<file path="config.mk">
export PLATFORM = sky130hd
export DESIGN_NAME = writeback_stage
export DESIGN_NICKNAME = d
export VERILOG_FILES = /design/src/rtl/cpu_pkg.sv /design/src/rtl/writeback_stage_hilo_reg.sv /design/src/rtl/writeback_stage.sv
export SDC_FILE = /design/constraint.sdc
export NUM_CORES = 1
export LEC_CHECK = 0
export BUFFER_PORTS_ARGS = -buffer_cell sky130_fd_sc_hd__buf_2
export CAP_MARGIN = 20
export CORE_MARGIN = 2
export CORE_UTILIZATION = 51
export DETAILED_ROUTE_END_ITERATION = 6
export PLACE_DENSITY = 0.76
export SLEW_MARGIN = 15
export SYNTH_ARGS = -nofsm -noshare
export SYNTH_HDL_FRONTEND = slang
export SYNTH_SLANG_ARGS = --single-unit
</file>
<file path="constraint.sdc">
create_clock -name clk -period 1.42 [get_ports clk]
set_input_delay 0.142 -clock clk [delete_from_list [all_inputs] [get_ports clk]]
set_output_delay 0.142 -clock clk [all_outputs]
set_load 0.02 [all_outputs]
</file>
<file path="src/rtl/cpu_pkg.sv">
// cpu_pkg: constants and types shared by the control unit and the writeback stage.
//   REGSEL_*   : writeback source select encodings (regsel field)
//   wb_t       : contents of the EX->WB pipeline register
package cpu_pkg;

   localparam logic [1:0] REGSEL_ALU = 2'd0;
   localparam logic [1:0] REGSEL_HI  = 2'd1;
   localparam logic [1:0] REGSEL_LO  = 2'd2;

   typedef struct packed {
      logic [31:0] lo;        // ALU result / low product word
      logic [1:0]  regsel;    // writeback source select
      logic [31:0] gpio_smp;  // gpio_in pins sampled at the capture edge
      logic        gpio_rd;   // instruction reads GPIO
      logic [4:0]  waddr;     // destination register
      logic        we;        // qualified write enable
   } wb_t;

endpackage

</file>
<file path="src/rtl/writeback_stage_hilo_reg.sv">
// hilo_reg: HI/LO product register pair, loaded together.
//   clk, rst   : clock, synchronous active-high reset
//   en         : load hi_d/lo_d at the edge
//   hi_d, lo_d : next HI/LO values
//   hi_q, lo_q : registered HI/LO
module hilo_reg (
   input  logic        clk,
   input  logic        rst,
   input  logic        en,
   input  logic [31:0] hi_d,
   input  logic [31:0] lo_d,
   output logic [31:0] hi_q,
   output logic [31:0] lo_q
);
   always_ff @(posedge clk) begin
      if (rst) begin
         hi_q <= '0;
         lo_q <= '0;
      end else if (en) begin
         hi_q <= hi_d;
         lo_q <= lo_d;
      end
   end
endmodule

</file>
<file path="src/rtl/writeback_stage.sv">
// writeback_stage: EX->WB pipeline register, HI/LO pair, GPIO output
// register, writeback data select and WB->EX forwarding compare.
//   clk, rst              : clock, synchronous active-high reset
//   *_EX, GPIO_OUT/GPIO_IN : EX stage instruction fields and controls
//   gpio_in / gpio_out    : external pins in / registered pins out
//   *_WB                  : register-file write port
//   fwd_rs_EX, fwd_rt_EX  : forward writedata_WB to the EX operands
module writeback_stage
   import cpu_pkg::*;
(
   input  logic        clk,
   input  logic        rst,
   input  logic        stall_FETCH,
   input  logic [31:0] lo_EX,
   input  logic [31:0] hi_EX,
   input  logic [31:0] readdata1_EX,
   input  logic [4:0]  rs_EX,
   input  logic [4:0]  rt_EX,
   input  logic [4:0]  rd_EX,
   input  logic        enhilo_EX,
   input  logic [1:0]  regsel_EX,
   input  logic        regwrite_EX,
   input  logic        rdrt_EX,
   input  logic        GPIO_OUT,
   input  logic        GPIO_IN,
   input  logic [31:0] gpio_in,
   output logic [31:0] gpio_out,
   output logic [31:0] writedata_WB,
   output logic [4:0]  writeaddr_WB,
   output logic        regwrite_WB,
   output logic        fwd_rs_EX,
   output logic        fwd_rt_EX
);
   wb_t         wb_d, wb_q;
   logic [31:0] gpio_q;
   logic [31:0] hi_q, lo_q;
   logic [4:0]  waddr;

   assign waddr = rdrt_EX ? rt_EX : rd_EX;

   // A bubble captures all-zero state so don't-care EX controls never reach WB.
   always_comb begin
      wb_d = '0;
      if (!stall_FETCH) begin
         wb_d.lo       = lo_EX;
         wb_d.regsel   = regsel_EX;
         wb_d.gpio_smp = gpio_in;
         wb_d.gpio_rd  = GPIO_IN;
         wb_d.waddr    = waddr;
         // GPIO writes reuse a register-writing opcode, so suppress the write;
         // r0 is never written.
         wb_d.we       = regwrite_EX & ~GPIO_OUT & (waddr != 5'd0);
      end
   end

   always_ff @(posedge clk) begin
      if (rst) begin
         wb_q   <= '0;
         gpio_q <= '0;
      end else begin
         wb_q <= wb_d;
         if (GPIO_OUT & ~stall_FETCH) gpio_q <= readdata1_EX;
      end
   end

   hilo_reg u_hilo (
      .clk  (clk),
      .rst  (rst),
      .en   (enhilo_EX & ~stall_FETCH),
      .hi_d (hi_EX),
      .lo_d (lo_EX),
      .hi_q (hi_q),
      .lo_q (lo_q)
   );

   // HI/LO are read from the registers (not the pipeline copy), so an
   // mfhi/mflo right behind a mult sees the freshly loaded value.
   always_comb begin
      writedata_WB = wb_q.lo;
      if (wb_q.gpio_rd)                 writedata_WB = wb_q.gpio_smp;
      else if (wb_q.regsel == REGSEL_HI) writedata_WB = hi_q;
      else if (wb_q.regsel == REGSEL_LO) writedata_WB = lo_q;
   end

   assign gpio_out     = gpio_q;
   assign writeaddr_WB = wb_q.waddr;
   assign regwrite_WB  = wb_q.we;
   assign fwd_rs_EX    = wb_q.we & (wb_q.waddr == rs_EX);
   assign fwd_rt_EX    = wb_q.we & (wb_q.waddr == rt_EX);
endmodule

</file>
==> results.ini <==
[sta]
max_slew_margin_pct=54.11
min_period_over_period_pct=142.3
clock.fmax_mhz=494.8
timing.final.max_slew_violations=0
clock_skew_ns=0
postLayoutSetupSlackWorst_ns=-0.6010
tightestPinTransition_ns=0.6869
setup_violations=34
grt_setup_unrepaired=true
finalHoldViolations=0
min_period_ns=2.021

[drt]
sum_of_routed_wire_segments_on_met1_um=9013
detail_route.wl_per_cell_um=17.39
remaining_drc_errors=0
detail_route_met3_wl_um=1454
drt_first_pass_iters=5
drtAntennaViolNets=0
wl_met2_um=12200
vias=6907
drt-total-wl_um=23170
drt_iter0_drc=465
routed_via_density=5.185
top_layer_used=met4

[clocking]
numCtsBuffers=17
worst_setup_hold_path_clk_slew_ns=0.06
ctsHtreeMaxLevel=4
clock-root-buffer=sky130_fd_sc_hd__clkbuf_16
clock_tree_from_tritoncts=built
cts.path.max_buffers=2
clkLatencyLatePin_ns=0.42
clock-sinks=169

[yosys]
ys_seq_elements=169
postSynth.asyncResetShare_pct=0
synth_ff_type=sky130_fd_sc_hd__dfxtp_1
yosys_warnings=0
synth.yosys.seq_area_share_pct=48.48
post_synth.cell_area_avg_um2=8.834
synth_nets=943
ys_types=32
cell_area_after_technology_mapping_mm2=0.006979
synth_enable_flop_cells=0
synthesis.instances=790

[global_routing]
largest_net_degree_at_the_start_of_global_routing=67
number_of_global_route_vias_before_repair=6885
global_route.overflow_total=0
number_of_antenna_violations_at_the_first_check_in_global_routing=0
wire_length_of_the_first_global_routing_pass_um=34510
gr-usage-all-layers_pct=30.19

[placed_design]
hpwl_um=11810
placement.io_buffers=224
placed_cells_incl_taps=1142
gp_congestion=0.8286
post-place-ws_ns=-0.4555

[layout]
finish.cell_count_without_fillers=1332
layout-area-overhead-vs-synth_pct=56.62
nets=1297
drive_gt1_share_pct=31.66
layout_commonest_cell=sky130_fd_sc_hd__nand2_1
diodes=0
layout_common_cells=sky130_fd_sc_hd__nand2_1 (192), sky130_fd_sc_hd__buf_2 (190), sky130_fd_sc_hd__dfxtp_1 (164), sky130_fd_sc_hd__dlygate4sd3_1 (140), sky130_fd_sc_hd__a21oi_1 (97)

[floorplanning]
die_width_um=121.0
full_die_area_mm2=0.01464
floorplan.initialDensity_pct=52.49
die_height_um=121.0
std_cell_rows=42
io_pins=225
core_mm2=0.01330

[critical_path]
critical_path.max_fanout=6
timing.critical_path.buf_inv=3
timing.critical_path.to_type=output pin
arrival_ns=1.88
critPathMaxStageDelay_ns=0.36
critical-path-slowest-cell=sky130_fd_sc_hd__dfxtp_4
critPathKind=flip-flop to output pin
worst-endpoint-required_ns=1.28
critical_path_s_top_delay_family=buffers and inverters
crit_path_cell_trace=buf_6 -> or2_4 -> buf_16 -> a211oi_2 -> a221oi_2 -> buf_4
startpoint_type=flip-flop

[hold_path]
hp-class=input port to flip-flop

[outcome]
failed_checks=negative setup slack
status=complete, but fails checks

[job]
drv.max_cap_violation_count=0

[pwr]
power.density_mw_per_mm2=1049
leakage_nw=4.628
vdd_ir_drop_max_uv=783.8
fin_total_pwr_mw=11.46

## layer usage
metal  vias up  track usage, %
met5         -               0
met4         0           11.77
met3        47           7.942
met2       272           54.14
met1      3281           33.98
li1       3307               -
## worst register-to-register path, stage by stage, from the launching register on
cell	delay, ns
sky130_fd_sc_hd__dfxtp_1	0.38
sky130_fd_sc_hd__nand2_1	0.09
sky130_fd_sc_hd__a21oi_1	0.18
## kinds of logic (layout without fill, tap and decap cells)
| group | Yosys count | count (layout) | synth area share (%) |
|---|---|---|---|
| and+or+nand+nor | 315 | 316 | 21.30 |
| DFF | 169 | 169 | 48.48 |
| AOI/OAI and AO/OA | 161 | 161 | 16.60 |
| buffers and inverters | 98 | 463 | 7.081 |
| muxes | 36 | 36 | 5.163 |
| xor gates and xnor gates | 11 | 11 | 1.381 |
## power breakdown
group          switching (mW)  total (mW)  internal, mW
Clock                    1.85        4.36          2.51
Combinational           0.999        2.02          1.02
Sequential              0.130        5.08          4.95
Total                    2.98        11.5          8.49
## worst paths after layout
| path | start | endpoint | slack, ns | depth (start not counted) |
|---|---|---|---|---|
| worst max register to register | u_hilo.lo_q[7] | u_hilo.lo_q[7] | 0.70 | 2 |
| worst min-delay path | rst | gpio_out[22] | 0.03 | 2 |
| worst max-delay path | wb_q[6] | writedata_WB[10] | -0.60 | 6 |
| worst min register to register | u_hilo.hi_q[21] | u_hilo.hi_q[21] | 0.46 | 2 |
## registers in the layout (all words and copies together), names as in the netlist
name,count
wb_q,67
gpio_out,32
u_hilo.hi_q,32
u_hilo.lo_q,32
writeaddr_WB,5
regwrite_WB,1
## metrics by stage
step	setup TNS (ns)	area [um2]	util (%)	hold slack [ns]
after floorplan	-0.2038	7161	-	0.2637
after global placement	-9.542	8437	63.46	0.3417
after detailed placement	-11.36	8437	63.46	0.3436
after CTS	-17.81	10680	80.33	0.004014
after global routing	-19.13	10930	82.21	0.02684
final	-17.16	10930	82.21	0.02760
## area by class of cell
class	count	area, um2
clock buffer	25	516.7
multi-input combinational	524	3480
timing repair buffer	401	3166
sequential	169	3395
clock inverter	6	37.54
fill	771	2365
tap	176	220.2
inverter	31	116.4
## cells in the mapped netlist, types with 2 or more instances
library cell	n	area, um2
sky130_fd_sc_hd__nand2_1	192	720.7
sky130_fd_sc_hd__dfxtp_1	169	3383
sky130_fd_sc_hd__a21oi_1	97	485.5
sky130_fd_sc_hd__and2_1	67	419.2
sky130_fd_sc_hd__mux2i_1	36	360.4
sky130_fd_sc_hd__nor2b_1	35	219.0
sky130_fd_sc_hd__inv_1	31	116.4
sky130_fd_sc_hd__a211oi_2	30	375.4
sky130_fd_sc_hd__a221oi_1	30	262.8
sky130_fd_sc_hd__buf_2	25	125.1
sky130_fd_sc_hd__clkbuf_1	19	71.32
sky130_fd_sc_hd__buf_4	11	82.58
sky130_fd_sc_hd__xor2_1	8	70.07
sky130_fd_sc_hd__buf_6	7	78.83
sky130_fd_sc_hd__nor2_1	5	18.77
sky130_fd_sc_hd__buf_1	4	15.01
sky130_fd_sc_hd__nor4_1	3	18.77
sky130_fd_sc_hd__xnor2_1	3	26.28
sky130_fd_sc_hd__and3_1	2	12.51
sky130_fd_sc_hd__nand2b_1	2	12.51
sky130_fd_sc_hd__nand3b_1	2	15.01
sky130_fd_sc_hd__or2_1	2	12.51
## repair_timing
| action | 4_1_cts | 5_1_grt |
|---|---|---|
| pin swaps | 34 | 1 |
| hold buffers | 140 | 0 |
| setup endpoints to repair | 34 | 34 |
| buffers inserted | 5 | 8 |
| gates cloned | 3 | 3 |
| gates resized for setup | 56 | 20 |
| endpoints found under the hold margin | 169 | 0 |
Note: power is estimated with default switching activity, not from simulation.
